File: config.mk
export PLATFORM = sky130hd
export DESIGN_NAME = calc_seq_ctrl
export DESIGN_NICKNAME = d
export VERILOG_FILES = /design/src/rtl/calc_pkg.sv /design/src/rtl/seq_muldiv.sv /design/src/rtl/calc_seq_ctrl.sv
export SDC_FILE = /design/constraint.sdc
export NUM_CORES = 1
export LEC_CHECK = 0
export CAP_MARGIN = 5
export CORE_UTILIZATION = 60
export CTS_CLUSTER_DIAMETER = 50
export DETAILED_ROUTE_END_ITERATION = 8
export PLACE_DENSITY = 0.77
export SLEW_MARGIN = 20
export SYNTH_ARGS = -nofsm -noshare
export SYNTH_HDL_FRONTEND = slang
export SYNTH_SLANG_ARGS = --single-unit
File: constraint.sdc
create_clock -name clock -period 4.9 [get_ports clock]
set_clock_uncertainty 0.1 [all_clocks]
set_input_delay 0.98 -clock clock [delete_from_list [all_inputs] [get_ports clock]]
set_output_delay 0.98 -clock clock [all_outputs]
set_load 0.03 [all_outputs]
File: src/rtl/calc_pkg.sv
// Shared types and helpers for the calculator sequencing controller.
package calc_pkg;

  localparam int OPW       = 4;
  localparam int DEF_WIDTH = 10;

  typedef enum logic [OPW-1:0] {
    OP_ADD = 4'd0,
    OP_SUB = 4'd1,
    OP_MUL = 4'd2,
    OP_DIV = 4'd3,
    OP_MOD = 4'd4,
    OP_AND = 4'd5,
    OP_OR  = 4'd6,
    OP_XOR = 4'd7,
    OP_SHL = 4'd8,
    OP_SHR = 4'd9
  } op_t;

  typedef enum logic [1:0] {
    S_IDLE = 2'd0,
    S_EXEC = 2'd1,
    S_ITER = 2'd2,
    S_FIN  = 2'd3
  } state_t;

  // Ops that need the multi-cycle shift-add / restoring-divide unit.
  function automatic logic is_iterative(input logic [OPW-1:0] o);
    return (o == OP_MUL) || (o == OP_DIV) || (o == OP_MOD);
  endfunction

endpackage

File: src/rtl/seq_muldiv.sv
// Iterative datapath: LSB-first shift-add multiply and MSB-first restoring
// divide. One step per asserted 'step'; 'load' captures fresh operands.
module seq_muldiv
  import calc_pkg::*;
#(
  parameter int WIDTH = DEF_WIDTH
) (
  input  logic                 clock,
  input  logic                 reset,
  input  logic                 load,
  input  logic                 step,
  input  logic                 mode_mul,
  input  logic [WIDTH-1:0]     opa,
  input  logic [WIDTH-1:0]     opb,
  output logic [2*WIDTH-1:0]   product,
  output logic [WIDTH-1:0]     quotient,
  output logic [WIDTH-1:0]     remainder
);

  localparam int RW = 2 * WIDTH;

  logic [RW-1:0]    acc;      // running product
  logic [RW-1:0]    mcand;    // multiplicand, shifted left each step
  logic [WIDTH-1:0] shreg;    // multiplier (mul) or dividend->quotient (div)
  logic [WIDTH-1:0] rem;      // partial remainder
  logic [WIDTH-1:0] divisor;
  logic             mul_mode;

  logic [WIDTH:0]   rem_sh;
  logic             fits;
  logic [WIDTH-1:0] rem_sub;

  // Restoring-divide trial: shift next dividend bit into the remainder and
  // compare against the divisor. When it fits the true difference is below
  // the divisor, so the low WIDTH bits of the subtraction are exact.
  always_comb begin
    rem_sh  = {rem, shreg[WIDTH-1]};
    fits    = (rem_sh >= {1'b0, divisor});
    rem_sub = rem_sh[WIDTH-1:0] - divisor;
  end

  // Operand capture on load, one multiply or divide iteration per step.
  always_ff @(posedge clock or posedge reset) begin
    if (reset) begin
      acc      <= '0;
      mcand    <= '0;
      shreg    <= '0;
      rem      <= '0;
      divisor  <= '0;
      mul_mode <= 1'b0;
    end else if (load) begin
      acc      <= '0;
      mcand    <= RW'(opa);
      shreg    <= mode_mul ? opb : opa;
      rem      <= '0;
      divisor  <= opb;
      mul_mode <= mode_mul;
    end else if (step) begin
      if (mul_mode) begin
        if (shreg[0]) acc <= acc + mcand;
        mcand <= mcand << 1;
        shreg <= shreg >> 1;
      end else if (fits) begin
        rem   <= rem_sub;
        shreg <= {shreg[WIDTH-2:0], 1'b1};
      end else begin
        rem   <= rem_sh[WIDTH-1:0];
        shreg <= {shreg[WIDTH-2:0], 1'b0};
      end
    end
  end

  assign product   = acc;
  assign quotient  = shreg;
  assign remainder = rem;

endmodule

File: src/rtl/calc_seq_ctrl.sv
// Calculator sequencing controller: accepts a start pulse, runs single-cycle
// ops through a combinational ALU or MUL/DIV/MOD through seq_muldiv, and
// returns a registered result with a one-cycle done pulse.
//
// Handshake: start is a request pulse honoured only when busy=0 (state IDLE,
// which includes the cycle where done=1). A start seen while busy=1 is
// dropped and flagged by a one-cycle overrun pulse on the following cycle.
// done is a one-cycle pulse; result/err/neg are valid with it and hold until
// the next done.
module calc_seq_ctrl
  import calc_pkg::*;
#(
  parameter int WIDTH = DEF_WIDTH
) (
  input  logic                 clock,
  input  logic                 reset,
  input  logic [WIDTH-1:0]     num1,
  input  logic [WIDTH-1:0]     num2,
  input  logic [OPW-1:0]       op,
  input  logic                 start,
  output logic [2*WIDTH-1:0]   result,
  output logic                 done,
  output logic                 busy,
  output logic                 err,
  output logic                 neg,
  output logic                 overrun,
  output logic [1:0]           dbg_state
);

  localparam int RW = 2 * WIDTH;
  localparam int CW = $clog2(WIDTH + 1);
  localparam logic [CW-1:0] LAST = CW'(WIDTH);

  state_t           state;
  logic [WIDTH-1:0] a;
  logic [WIDTH-1:0] b;
  logic [OPW-1:0]   opr;
  logic [CW-1:0]    count;

  logic             go_iter;
  logic             md_load;
  logic             md_step;
  logic [RW-1:0]    md_product;
  logic [WIDTH-1:0] md_quotient;
  logic [WIDTH-1:0] md_remainder;
  logic [RW-1:0]    iter_res;

  logic [RW-1:0]    alu_res;
  logic             alu_err;
  logic             alu_neg;
  logic [WIDTH-1:0] diff;

  // Decide on the accepting edge whether the op uses the iterative unit;
  // divide by zero is diverted to the single-cycle error path.
  always_comb begin
    go_iter = is_iterative(op) && ((op == OP_MUL) || (num2 != '0));
    md_load = (state == S_IDLE) && start && go_iter;
    md_step = (state == S_ITER) && (count != LAST);
  end

  seq_muldiv #(.WIDTH(WIDTH)) u_muldiv (
    .clock     (clock),
    .reset     (reset),
    .load      (md_load),
    .step      (md_step),
    .mode_mul  (op == OP_MUL),
    .opa       (num1),
    .opb       (num2),
    .product   (md_product),
    .quotient  (md_quotient),
    .remainder (md_remainder)
  );

  // Select the finished iterative result for the latched opcode.
  always_comb begin
    iter_res = md_product;
    if (opr == OP_DIV) iter_res = RW'(md_quotient);
    if (opr == OP_MOD) iter_res = RW'(md_remainder);
  end

  // Single-cycle ALU over the latched operands.
  always_comb begin
    alu_res = '0;
    alu_err = 1'b0;
    alu_neg = 1'b0;
    diff    = a - b;
    case (opr)
      OP_ADD: alu_res = RW'(a) + RW'(b);
      OP_SUB: begin
        alu_res = RW'(diff);
        alu_neg = (a < b);
      end
      OP_DIV, OP_MOD: alu_err = 1'b1;  // only reach EXEC when b == 0
      OP_MUL: alu_res = '0;            // never executed here
      OP_AND: alu_res = RW'(a & b);
      OP_OR:  alu_res = RW'(a | b);
      OP_XOR: alu_res = RW'(a ^ b);
      OP_SHL: alu_res = RW'(a) << b[3:0];
      OP_SHR: alu_res = RW'(a >> b[3:0]);
      default: alu_err = 1'b1;
    endcase
  end

  // Control FSM with registered outputs and iteration counter.
  always_ff @(posedge clock or posedge reset) begin
    if (reset) begin
      state   <= S_IDLE;
      a       <= '0;
      b       <= '0;
      opr     <= '0;
      count   <= '0;
      result  <= '0;
      done    <= 1'b0;
      busy    <= 1'b0;
      err     <= 1'b0;
      neg     <= 1'b0;
      overrun <= 1'b0;
    end else begin
      done    <= 1'b0;
      overrun <= start && busy;
      case (state)
        S_IDLE: begin
          if (start) begin
            a    <= num1;
            b    <= num2;
            opr  <= op;
            busy <= 1'b1;
            if (go_iter) begin
              state <= S_ITER;
              count <= '0;
            end else begin
              state <= S_EXEC;
            end
          end
        end
        S_EXEC: begin
          result <= alu_res;
          err    <= alu_err;
          neg    <= alu_neg;
          done   <= 1'b1;
          busy   <= 1'b0;
          state  <= S_IDLE;
        end
        S_ITER: begin
          if (count == LAST) state <= S_FIN;
          else               count <= count + 1'b1;
        end
        S_FIN: begin
          result <= iter_res;
          err    <= 1'b0;
          neg    <= 1'b0;
          done   <= 1'b1;
          busy   <= 1'b0;
          state  <= S_IDLE;
        end
        default: state <= S_IDLE;
      endcase
    end
  end

  assign dbg_state = state;

endmodule

## Yosys cells after proc, flatten, opt, wreduce, memory -nomap -nowiden

Cells that the tools add are included.

- Add/subtract/negate cells: 5
- Order comparisons: 2
- Equal/unequal tests: 22
- Shifts and indexed selects: 2
- Mux-type cells: 35
- Bitwise operators: 3
- Reductions and logical operators: 26

Operators with widths:

| cell | count |
|---|---|
| $mux W20 | 9 |
| $pmux W20 S7 | 1 |
| $mux W10 | 8 |
| $pmux W20 S2 | 1 |
| $add A20 B20 Y20 | 1 |
| $eq A4 B3 Y1 const B | 5 |
| $shl A10 B4 Y20 | 1 |
| $shr A10 B4 Y20 | 1 |
| $sub A10 B10 Y10 | 2 |
| $eq A4 B2 Y1 const B | 4 |
| $eq A4 B4 Y1 const B | 3 |
| $mux W4 | 3 |
| $reduce_bool A2 Y1 | 6 |
| $add A10 B10 Y11 | 1 |
| $ge A11 B10 Y1 | 1 |
| $and A10 B10 Y10 | 1 |
| $lt A10 B10 Y1 | 1 |
| $or A10 B10 Y10 | 1 |
| $reduce_and A2 Y1 | 5 |
| $reduce_bool A10 Y1 | 1 |
| $xor A10 B10 Y10 | 1 |
| $ne A2 B2 Y1 const B | 4 |
| $pmux W4 S2 | 1 |
| $reduce_or A8 Y1 | 1 |
| 17 further kinds | 32 |

- Flip-flop bits (word level): 126
- Bits of input ports: 27
- Output and inout bits: 27
- Logic and storage cells: 112

## Longest topological paths before layout

- Word-level depth: 7
- Gate-level depth with buffers: 12
- Depth with buffers taken out: 11

## Modules after synthesis

Synthesis repeated with hierarchy kept, for this count alone.

- Cells, all modules: 1,087
- Area total of the unflattened synthesis: 9,564.2 µm²

By module, submodules not included:

| module | times used | cells an instance | area each (µm²) |
|---|---|---|---|
| calc_seq_ctrl | 1 | 579 | 5,088.6 |
| seq_muldiv | 1 | 508 | 4,475.5 |

## Worst setup path after synthesis

OpenSTA, ideal clock, no wires.

- Path type: register to register
- Start: reg b[1]
- End: reg result[9]
- Setup time: 0.120 ns
- Data arrival time: 2.628 ns
- Setup slack: 2.052 ns
- Stages on the path, launching flop included: 12
- Path buffers: 1
- Clock period less this slack: 2.848 ns
- Cells stage by stage: dfrtp_1 -> buf_2 -> inv_1 -> ha_1 -> a21oi_1 -> o21ai_1 -> a21o_1 -> o31a_1 -> a31oi_1 -> o21ai_0 -> a221o_1 -> a31o_2

- Longest elaborated chain between the ends: 3
- Elaborated cells on any way between the ends: 6

Ends and longest elaborated chain:

| element | line | text |
|---|---|---|
| from (decl) | calc_seq_ctrl.sv:36 | `logic [WIDTH-1:0] b;` |
| from (signal assigned) | calc_seq_ctrl.sv:125 | `b <= num2;` |
| $sub A10 B10 Y10 (tied with other cells) | calc_seq_ctrl.sv:86 | `diff = a - b;` |
| $pmux W20 S7 * | calc_seq_ctrl.sv:87 | `case (opr)` |
| $pmux W20 S2 * | calc_seq_ctrl.sv:121 | `case (state)` |
| to (signal assigned) | calc_seq_ctrl.sv:137 | `result <= alu_res;` |
| to (signal assigned) | calc_seq_ctrl.sv:149 | `result <= iter_res;` |
| to (decl) | calc_seq_ctrl.sv:21 | `output logic [2*WIDTH-1:0] result,` |

Mark *: on every way between the ends. The rest lies on a longest branch, timed or not.
A chain may end at the register's enable or synchronous reset.

## Final worst setup path

- Start: reg b[2]
- End: reg result[9]

Same word-level chain as after synthesis.

==> metrics.md <==
| Metric | Value |
|---|---|
| Die area | 15800 µm² |
| Vias in the first global route | 8048 |
| Worst vdd ir | 0.456 mV |
| Final worst path period need | 3.30 ns |
| Status | finished clean |
| Clock network power share | 15.6% |
| Logic pwr share | 57.2% |
| Synth top area cells | dfrtp_1 (34%), ha_1 (8.4%), mux2i_1 (6.6%), nand2_1 (6.5%), o21ai_0 (5.4%) |
| Die height | 126 µm |
| Vias | 8584 |
| Nets@finish | 1200 |
| Seq pwr share | 27.2% |
| Int Pwr | 4.19 mW |
| Net Sw Power | 3.89 mW |
| Layout cells sized above 1 | 6.79% |
| YS warnings | 0 |
| Switch share | 48.1% |
| Overall power | 8.08 mW |
| Crit-path max FO | 23 |
| Postcts setup bufs | 0 |
| Crit path max-delay cell type | dfrtp_1 |
| Worst Hold Class | register to register |
| Pre-antenna DRT Iters | 6 |
| Setup TNS Final | 0 ns |
| Worst setup margin | 1.60 ns |
| Clock slew at reported path FFs | 0.06 ns |
| Htree depth | 4 |
| 1st-iter DRT viols | 1098 |
| Post-synth EDFFs | 0 |
| Worst EP arrival | 3.51 ns |
| PortBufs | 53 |
| Post-layout util | 70.8% |
| Primary FF master, synth | dfrtp_1 |
| Antenna Nets Post-Route | 0 |
| WL per Instance | 21.6 µm |
| CP cell instances | clkinv_1 -> ha_1 -> o21ai_0 -> a21oi_1 -> o2bb2ai_1 -> o41a_1 -> nand4_1 -> a221o_1 -> a31o_2 |
| Register area share after synthesis | 34.3% |
| Clock buffer count from CTS | 17 |
| Slew margin rel. | 40.3% |
| Slew Limit Fails | 0 |
| Hold buffers post-CTS | 0 |
| Diode count | 0 |
| Fin crit share | 67.3% |
| Placement Setup Slack | 1.60 ns |
| CTS Sinks | 126 |
| Crit start category | register |
| Worst-Margin Slew | 0.896 ns |
| Yosys top cell area share | 34.3% |
| Syn Area/Cell | 8.48 µm² |
| CP max stage delay | 0.84 ns |
| Synthesis-to-finish area growth | 13.6% |
| Initial Utilization | 62.3% |
| Largest net degree at the start of global routing | 99 |
| Synth top cells by count | nand2_1 (160), dfrtp_1 (126), o21ai_0 (100), nor2_1 (91), a21oi_1 (86) |
| Yosys cell types | 69 |
| Pwr dens | 774 nW/µm² |
| Hpwl dp | 20.4 mm |
| GR Overflow Total | 0 |
| Final setup viols | 0 |
| Drt via density | 6.58 |
| Initial antenna violation count | 1 |
| Yosys top cell by area | dfrtp_1 |
| Floorplan core area | 14800 µm² |
| Max Root-Sink Buffers | 2 |
| Seq cells post-synth | 126 |
| DRT Wirelength | 28.2 mm |
| CTS tree | done |
| First-pass GRT wire length | 44.9 mm |
| Post-cts resize count | 0 |
| Die Width | 126 µm |
| Worst path required time | 5.11 ns |
| Leak pwr | 4.52 nW |
| # DRC | 0 |
| Async SR Flop Fraction | 100% |
| Post-synthesis cell count | 1084 |
| Syn_nets | 1177 |
| Post-DP Area | 9840 µm² |
| I/O pin count | 54 |
| RSZ-0062 raised after global routing | false |
| Critical path capture point type | register |
| Clock Latency Late Sink | 0.43 ns |
| Peak Freq | 303 MHz |
| Root Driver | clkbuf_16 |
| Tot GR Track Use | 37.3% |
| Max Cap Violations | 0 |
| GPL Wtd Cong | 0.979 |
| Kind of critical path | register to register |
| Final hold vios | 0 |
| Most numerous cell in the Yosys netlist | nand2_1 |
| Final Instance Area | 10400 µm² |
| Synthesized area | 9200 µm² |
| FP Rows | 44 |
placed cells by master (no fill, tap or decap), types with 7 or more instances in the layout:
cell type	instances
nand2_1	160
inv_1	49
clkbuf_16	17
nor2b_1	10
mux2i_1	61
nand3_1	12
nand2b_1	9
nor2_1	91
mux2_2	10
a211oi_1	19
xnor2_1	14
a22oi_1	7
o21ai_0	100
a21oi_1	86
ha_1	62
and3_1	9
o22ai_1	22
clkdlybuf4s50_1	53
xor2_1	12
dfrtp_1	126
a221oi_1	11
nor3_1	15
o211ai_1	7
a21o_1	15
buf_4	13
final cells by class:
cell class | instances | area [µm²]
multi-input combinational | 843 | 5610
fill | 1166 | 4310
sequential | 126 | 3150
timing repair buffer | 68 | 668
clock buffer | 23 | 488
tap | 184 | 230
inverter | 51 | 194
clock inverter | 9 | 108
per-layer routing:
| metal | share of wire, % | global-route usage (%) | routed length, µm | up-vias |
|---|---|---|---|---|
| met3 | 9.5 | 8.88 | 2690 | 95 |
| li1 | - | - | - | 3946 |
| met4 | 4.4 | 16.4 | 1230 | 2 |
| met1 | 42 | 51.3 | 11800 | 4085 |
| met5 | 0.046 | 0 | 13 | - |
| met2 | 44 | 56.3 | 12400 | 456 |
state kept, by name, summed over array words and instances (netlist names), 2 cells and up:
register / cells
u_muldiv.quotient: 10
b: 10
count: 4
result: 20
u_muldiv.divisor: 10
a: 10
u_muldiv.mcand: 20
u_muldiv.product: 20
u_muldiv.remainder: 10
dbg_state: 2
opr: 4
worst max-delay path: cells and delay by family, from the launching register on:
family / cells / cell delay (ns)
buf+inv: 1 / 0.27
simple gates: 1 / 0.10
flops: 1 / 0.84
compound gates: 6 / 1.41
fa+ha+maj: 1 / 0.46
final timing paths:
kind / from / end / slack, ns / cells after the start
min in group asynchronous: reset / result[12] / 0.84 / 2
min reg2reg: err / err / 0.38 / 2
max in group asynchronous: reset / result[1] / 2.99 / 3
max: b[2] / result[9] / 1.60 / 9
max reg2reg: b[2] / result[9] / 1.60 / 9
min: err / err / 0.38 / 2
through the flow:
stage               std cells  hold slack [ns]
floorplan                1084            0.357
global placement         1272            0.363
detailed placement       1272            0.362
CTS                      1304            0.382
global route             1304            0.425
finish                   1304            0.375
logic make-up (layout without fill, tap and decap cells):
family / Yosys count / count (layout) / share of synthesized area [%]
simple gates: 333 / 333 / 15.7
fa+ha+maj: 66 / 66 / 9.31
buf+inv: 115 / 151 / 5.07
flops: 126 / 126 / 34.3
mux: 79 / 79 / 9.90
xor+xnor: 26 / 26 / 2.48
compound gates: 339 / 339 / 23.2
power groups by stage:
stage / Clock, mW / Sequential [mW] / Combinational [mW]
finish: 1.26 / 2.20 / 4.63
global route: 1.31 / 2.26 / 5.08
CTS: 1.27 / 2.17 / 4.54
detailed placement: 0 / 2.18 / 4.48
global placement: 0 / 2.16 / 4.42
floorplan: 0 / 2.08 / 3.25
(Power assumes the default switching activity.)
